**src/rtl/fetch_pkg.sv**
```systemverilog
// rtl/fetch_pkg.sv - shared constants and the fetch queue entry type
package fetch_pkg;

  localparam int FETCH_ADDR_W = 32;
  localparam int FETCH_DATA_W = 32;
  localparam logic [FETCH_DATA_W-1:0] INSTR_NOP = 32'h0000_0013;

  typedef struct packed {
    logic [FETCH_ADDR_W-1:0] pc;
    logic [FETCH_DATA_W-1:0] instr;
  } fetch_entry_t;

endpackage

```
**src/rtl/mem_fetch_q_if.sv**
```systemverilog
// rtl/mem_fetch_q_if.sv - redirect, instruction memory and decode handshake bundle
interface mem_fetch_q_if #(
  parameter int ADDR_W  = fetch_pkg::FETCH_ADDR_W,
  parameter int DATA_W  = fetch_pkg::FETCH_DATA_W,
  parameter int IMEM_AW = 10
);

  logic               i_redirect;
  logic [ADDR_W-1:0]  i_redirect_pc;
  logic               o_imem_en;
  logic [IMEM_AW-1:0] o_imem_addr;
  logic [DATA_W-1:0]  i_imem_dout;
  logic               o_valid;
  logic               i_ready;
  logic [DATA_W-1:0]  o_instr;
  logic [ADDR_W-1:0]  o_pc;

  modport master (
    input  i_redirect, i_redirect_pc, i_imem_dout, i_ready,
    output o_imem_en, o_imem_addr, o_valid, o_instr, o_pc
  );

  modport slave (
    output i_redirect, i_redirect_pc, i_imem_dout, i_ready,
    input  o_imem_en, o_imem_addr, o_valid, o_instr, o_pc
  );

endinterface

```
**src/rtl/fetch_fifo.sv**
```systemverilog
// rtl/fetch_fifo.sv - flushable FIFO of fetched {pc, instr} entries
module fetch_fifo
  import fetch_pkg::*;
#(
  parameter int DEPTH = 2,
  localparam int PW = (DEPTH > 1) ? $clog2(DEPTH) : 1,
  localparam int CW = $clog2(DEPTH + 1)
) (
  input  logic         clk,
  input  logic         rst,
  input  logic         push,
  input  fetch_entry_t push_data,
  input  logic         pop,
  input  logic         flush,
  output logic [CW-1:0] count,
  output fetch_entry_t head
);

  fetch_entry_t  mem_q [DEPTH];
  fetch_entry_t  mem_d [DEPTH];
  logic [PW-1:0] wr_ptr_q, wr_ptr_d;
  logic [PW-1:0] rd_ptr_q, rd_ptr_d;
  logic [CW-1:0] count_q, count_d;

  // Explicit wrap so non-power-of-2 depths never index past the last entry.
  function automatic logic [PW-1:0] next_ptr(input logic [PW-1:0] p);
    return (p == PW'(DEPTH - 1)) ? '0 : p + 1'b1;
  endfunction

  always_comb begin
    mem_d    = mem_q;
    wr_ptr_d = wr_ptr_q;
    rd_ptr_d = rd_ptr_q;
    count_d  = count_q;
    if (flush) begin
      wr_ptr_d = '0;
      rd_ptr_d = '0;
      count_d  = '0;
    end else begin
      if (push) begin
        mem_d[wr_ptr_q] = push_data;
        wr_ptr_d        = next_ptr(wr_ptr_q);
      end
      if (pop) rd_ptr_d = next_ptr(rd_ptr_q);
      case ({push, pop})
        2'b10:   count_d = count_q + 1'b1;
        2'b01:   count_d = count_q - 1'b1;
        default: count_d = count_q;
      endcase
    end
  end

  always_ff @(posedge clk or posedge rst) begin
    if (rst) begin
      for (int i = 0; i < DEPTH; i++) mem_q[i] <= '0;
      wr_ptr_q <= '0;
      rd_ptr_q <= '0;
      count_q  <= '0;
    end else begin
      mem_q    <= mem_d;
      wr_ptr_q <= wr_ptr_d;
      rd_ptr_q <= rd_ptr_d;
      count_q  <= count_d;
    end
  end

  assign count = count_q;
  assign head  = mem_q[rd_ptr_q];

endmodule

```
**src/rtl/mem_fetch_q.sv**
```systemverilog
// rtl/mem_fetch_q.sv - PC owner, memory issue logic and queued delivery to decode
module mem_fetch_q
  import fetch_pkg::*;
#(
  parameter int ADDR_W  = FETCH_ADDR_W,
  parameter int DATA_W  = FETCH_DATA_W,
  parameter int IMEM_AW = 10,
  parameter int DEPTH   = 2,
  parameter logic [ADDR_W-1:0] RESET_PC = '0
) (
  input  logic           clk,
  input  logic           rst,
  mem_fetch_q_if.master  bus
);

  localparam int CW = $clog2(DEPTH + 1);

  logic [ADDR_W-1:0] pc_q, pc_d;
  logic [ADDR_W-1:0] req_pc_q, req_pc_d;
  logic              inflight_q, inflight_d;

  logic [CW-1:0] fifo_count;
  fetch_entry_t  head;
  fetch_entry_t  push_data;
  logic          valid, push, pop, issue;
  logic [CW:0]   occupancy;
  logic          unused_redirect_lsbs;

  assign valid = (fifo_count != '0);
  assign pop   = valid & bus.i_ready & ~bus.i_redirect;
  assign push  = inflight_q & ~bus.i_redirect;

  // Counting the pop lets a slot freed this cycle be refilled without a bubble.
  assign occupancy = {1'b0, fifo_count} + {{CW{1'b0}}, inflight_q} - {{CW{1'b0}}, pop};
  assign issue     = ~rst & ~bus.i_redirect & (occupancy < (CW + 1)'(DEPTH));

  assign push_data = '{pc: req_pc_q, instr: bus.i_imem_dout};
  assign unused_redirect_lsbs = ^bus.i_redirect_pc[1:0];

  always_comb begin
    pc_d       = pc_q;
    req_pc_d   = req_pc_q;
    inflight_d = 1'b0;
    if (bus.i_redirect) begin
      pc_d = {bus.i_redirect_pc[ADDR_W-1:2], 2'b00};
    end else if (issue) begin
      pc_d       = pc_q + ADDR_W'(4);
      req_pc_d   = pc_q;
      inflight_d = 1'b1;
    end
  end

  always_ff @(posedge clk or posedge rst) begin
    if (rst) begin
      pc_q       <= RESET_PC;
      req_pc_q   <= '0;
      inflight_q <= 1'b0;
    end else begin
      pc_q       <= pc_d;
      req_pc_q   <= req_pc_d;
      inflight_q <= inflight_d;
    end
  end

  fetch_fifo #(.DEPTH(DEPTH)) u_fifo (
    .clk       (clk),
    .rst       (rst),
    .push      (push),
    .push_data (push_data),
    .pop       (pop),
    .flush     (bus.i_redirect),
    .count     (fifo_count),
    .head      (head)
  );

  assign bus.o_imem_en   = issue;
  assign bus.o_imem_addr = pc_q[IMEM_AW+1:2];
  assign bus.o_valid     = valid;
  assign bus.o_instr     = valid ? head.instr : INSTR_NOP;
  assign bus.o_pc        = valid ? head.pc : '0;

endmodule

```
**src/flat_wrapper.sv**
```systemverilog
// flat-port wrapper written by rule: the top's interface ports become plain ports
module mem_fetch_q_flat import fetch_pkg::*;
#(
  parameter int ADDR_W  = FETCH_ADDR_W,
  parameter int DATA_W  = FETCH_DATA_W,
  parameter int IMEM_AW = 10,
  parameter int DEPTH   = 2,
  parameter logic [ADDR_W-1:0] RESET_PC = '0
)
  (clk, rst, bus_i_redirect, bus_i_redirect_pc, bus_i_imem_dout, bus_i_ready, bus_o_imem_en, bus_o_imem_addr, bus_o_valid, bus_o_instr, bus_o_pc);
  mem_fetch_q_if #(.ADDR_W(ADDR_W), .DATA_W(DATA_W), .IMEM_AW(IMEM_AW)) bus_i ();
  input  logic clk;
  input  logic rst;
  input wire logic [$bits(bus_i.i_redirect)-1:0] bus_i_redirect;
  input wire logic [$bits(bus_i.i_redirect_pc)-1:0] bus_i_redirect_pc;
  input wire logic [$bits(bus_i.i_imem_dout)-1:0] bus_i_imem_dout;
  input wire logic [$bits(bus_i.i_ready)-1:0] bus_i_ready;
  output wire logic [$bits(bus_i.o_imem_en)-1:0] bus_o_imem_en;
  output wire logic [$bits(bus_i.o_imem_addr)-1:0] bus_o_imem_addr;
  output wire logic [$bits(bus_i.o_valid)-1:0] bus_o_valid;
  output wire logic [$bits(bus_i.o_instr)-1:0] bus_o_instr;
  output wire logic [$bits(bus_i.o_pc)-1:0] bus_o_pc;
  assign bus_i.i_redirect = bus_i_redirect;
  assign bus_i.i_redirect_pc = bus_i_redirect_pc;
  assign bus_i.i_imem_dout = bus_i_imem_dout;
  assign bus_i.i_ready = bus_i_ready;
  assign bus_o_imem_en = bus_i.o_imem_en;
  assign bus_o_imem_addr = bus_i.o_imem_addr;
  assign bus_o_valid = bus_i.o_valid;
  assign bus_o_instr = bus_i.o_instr;
  assign bus_o_pc = bus_i.o_pc;
  mem_fetch_q #(.ADDR_W(ADDR_W), .DATA_W(DATA_W), .IMEM_AW(IMEM_AW), .DEPTH(DEPTH), .RESET_PC(RESET_PC)) u_core (.clk(clk), .rst(rst), .bus(bus_i));
endmodule
```
**config.mk**
```make
export PLATFORM = sky130hd
export DESIGN_NAME = mem_fetch_q_flat
export DESIGN_NICKNAME = d
export VERILOG_FILES = /design/src/rtl/fetch_pkg.sv /design/src/rtl/mem_fetch_q_if.sv /design/src/rtl/fetch_fifo.sv /design/src/rtl/mem_fetch_q.sv /design/src/flat_wrapper.sv
export SDC_FILE = /design/constraint.sdc
export NUM_CORES = 1
export LEC_CHECK = 0
export ABC_AREA = 0
export ABC_CLOCK_PERIOD_IN_PS = 6300
export CELL_PAD_IN_SITES_DETAIL_PLACEMENT = 1
export CELL_PAD_IN_SITES_GLOBAL_PLACEMENT = 1
export CORE_ASPECT_RATIO = 1.25
export CORE_UTILIZATION = 40
export CTS_BUF_LIST = sky130_fd_sc_hd__clkbuf_2 sky130_fd_sc_hd__clkbuf_4 sky130_fd_sc_hd__clkbuf_8
export DETAILED_ROUTE_END_ITERATION = 6
export PLACE_DENSITY_LB_ADDON = 0.25
export SETUP_SLACK_MARGIN = 0.1
export SLEW_MARGIN = 25
export SYNTH_ARGS = -nofsm -noshare
export SYNTH_HDL_FRONTEND = slang
export SYNTH_SLANG_ARGS = --single-unit
```
**constraint.sdc**
```tcl
create_clock -name clk -period 6.3 [get_ports clk]
set_input_delay 1.575 -clock clk [delete_from_list [all_inputs] [get_ports clk]]
set_output_delay 1.575 -clock clk [all_outputs]
set_load 0.005 [all_outputs]
```
==> flow_summary.yaml <==
global_routing:
  grt_pass1_wl_um: 34600
  antenna_found_initial: 0
  grt_start_max_net_pins: 77
  grt_overflow: 0
  grt_pass1_vias: 6603
  grt.total_usage_pct: 19.4
logic_synthesis:
  ys_warn_count: 0
  syn_inst: 792
  yosysTopAreaCell: "dfrtp_1"
  synth_top_area_share_pct: 53.2
  asyncSetResetFlopFracSynth_pct: 100
  ys_types: 56
  synth_seq_area_share_pct: 53.2
  syn_area_sq_mm: 0.00890
  syn_avg_cell_area_sq_um: 11.2
  synth_seq_cells: 189
  ys_top_cells_by_area: "dfrtp_1, mux2_2, mux2i_1, nand2_1, nor2_1"
  synth_ff_type: "dfrtp_1"
  synth_edf_count: 0
routing:
  drcViolationCount: 0
  met3_length_um: 634
  drtIter0Drc: 338
  totalWireLength_um: 20700
  via_count: 6279
  wl_per_cell_um: 17.3
  viasPerCell: 5.24
  topRoutingLayerUsed: "met4"
  ant_nets: 0
  first_pass_iters: 4
  wl_met2_um: 10400
  wl_met1_um: 9430
cts:
  postCtsSetupBuffers: 0
  ctsHtreeMaxLevel: 4
  clockRootBuffer: "clkbuf_8"
  cts_tree: "built"
  clockBufferDepth: 2
  path_clk_slew_ns: 0.09
  clkLatencyLatePin_ns: 0.47
  cts_made_buffers: 17
  clock-sinks: 189
floorplanning:
  rows: 60
  dieArea_sq_mm: 0.0228
  initial_utilization_pct: 41.0
  fp.dieH_um: 169
  core_area_sq_mm: 0.0217
  die_width_um: 135
  io_pins: 144
placement:
  port_buffers: 139
  routabilityCongestion: 0.760
  hpwl_um: 14000
  place_ws_ns: 0.147
power_and_ir_drop:
  vdd_ir_drop_max_uv: 145
  leakage_nw: 4.63
  p_per_area_mw_per_mm2: 297
sta:
  relSlewSlack_pct: 35.7
  period_share_pct: 94.3
  holdWs_ns: 0.493
  period_needed_ns: 5.94
  layout_setup_ws_ns: 0.357
  fin_tns_setup_ns: 0
  grt_setup_unrepaired: "no"
  worst_pin_slew_ns: 0.962
  clock_skew_ns: 0.0158
  setup_viol: 0
  timing.fmax_ghz: 0.168
  hold_violations: 0
  finalMaxSlewViolations: 0
setup_path:
  cp-start-kind: "input pin"
  r2r_cells: 15
  worstSetupPathType: "in2out"
  critPathCaptureType: "output pin"
  cp_data_arrival_time_ns: 4.37
  crit_fanout: 5
  critical_path_required_ns: 4.72
finish:
  drive_gt1_share_pct: 19.7
  nets: 977
  multiInputGateArea_sq_mm: 0.00382
  final_core_util_pct: 50.0
  diodes: 0
  num-fill-cells: 2364
  syn_to_final_growth_pct: 22.0
  ff_latch_area_sq_mm: 0.00473
hold_path:
  hp-class: "reg2reg"
  min_path_cells: 2
run:
  maxCapViolCount: 0
outcome:
  status: "finished, final reports clean"
==> cells in the mapped netlist (10+ instances only) <==
cell,number
nand4_1,10
mux2_2,122
buf_2,11
mux2i_1,63
o21ai_0,25
nor3_1,10
nor2_1,75
nand2_1,125
dfrtp_1,189
clkbuf_1,26
nand3_1,18
buf_4,13
==> state kept, by name, summed over array words and instances, names as in the netlist <==
signal                  count
u_core.u_fifo.wr_ptr_q      1
u_core.u_fifo.mem_q       124
u_core.req_pc_q            30
u_core.inflight_q           1
u_core.u_fifo.count         2
u_core.pc_q                30
u_core.u_fifo.rd_ptr_q      1
==> final timing paths <==
kind                                          from  slack [ns]                      end
max in group asynchronous                      rst        3.96   u_core.u_fifo.rd_ptr_q
min reg2reg                u_core.u_fifo.mem_q[54]        0.49  u_core.u_fifo.mem_q[54]
min                        u_core.u_fifo.mem_q[54]        0.49  u_core.u_fifo.mem_q[54]
max reg2reg                 u_core.u_fifo.count[1]        2.25          u_core.pc_q[24]
min in group asynchronous                      rst        1.75      u_core.req_pc_q[16]
max                                    bus_i_ready        0.36            bus_o_imem_en
==> cell usage in the layout (no fill, tap or decap), drive strengths merged, types with 2 or more instances in the layout <==
cell / instances
mux2: 122
nand3: 19
dfrtp: 189
or3: 2
nor3: 11
o211ai: 2
a221o: 9
a21oi: 6
clkinv: 6
a31oi: 2
ha: 2
nand4: 11
clkdlybuf4s50: 138
nand3b: 4
nor2: 75
bufinv: 2
clkinvlp: 4
o21ai: 26
o21a: 2
clkbuf: 19
nor2b: 7
nor3b: 2
conb: 2
and4: 3
nor4: 6
buf: 16
o311ai: 5
xor2: 2
mux2i: 63
xnor2: 3
inv: 11
a21o: 4
nand2: 125
a32oi: 2
a22oi: 2
nand2b: 3
==> stage by stage <==
stage          power [W]  area [sq um]  cells
6_report         0.00322         10900   1198
5_1_grt          0.00342         10900   1198
4_1_cts          0.00327         10800   1198
3_5_place_dp     0.00246         10500   1166
3_3_place_gp     0.00241         10400   1164
2_1_floorplan    0.00219          8900    793
==> critical path: stages <==
cell and delay, ns:
clkdlybuf4s50_1 0.54, nand2_1 0.11, nor2_1 0.10, ha_1 0.22
nand2b_1 0.15, fa_1 0.38, xor2_1 0.17, or4b_4 0.54
inv_1 0.07, clkdlybuf4s50_1 0.49
==> area by class of cell <==
cell class / instances / area share, %
tap: 279 / 3.22
multi-input combinational: 534 / 35.2
clock buffer: 19 / 2.35
timing repair buffer: 154 / 13.9
clock inverter: 13 / 1.27
sequential: 189 / 43.6
inverter: 10 / 0.427
==> logic make-up after synthesis <==
family / Yosys count / share of synthesized area [%]
xor gates and xnor gates: 5 / 0.492
buffers and inverters: 70 / 4.11
and+or+nand+nor: 274 / 14.2
adders and majority gates: 3 / 0.506
DFF: 189 / 53.2
AOI/OAI and AO/OA: 65 / 4.98
muxes: 185 / 22.5
other: 1 / 0.0422
==> where the power goes <==
group          switching [W]  total (W)  internal [W]  leakage [nW]
clock network       0.000435   0.000804      0.000369         0.196
logic               0.000269   0.000678      0.000409          2.06
registers           0.000209    0.00174       0.00153          2.37
==> layer usage <==
layer | vias to the layer above | GRT usage, %
met5 | - | 0
met4 | 0 | 5.37
met3 | 21 | 3.32
met2 | 115 | 33.1
met1 | 3179 | 25.2
li1 | 2964 | -
==> what timing repair did <==
action / in CTS / in global routing
setup endpoints to repair: 0 / 1
hold buffers: 0 / 0
gates resized for setup: 0 / 1
Power figures use the tool's default switching activity.
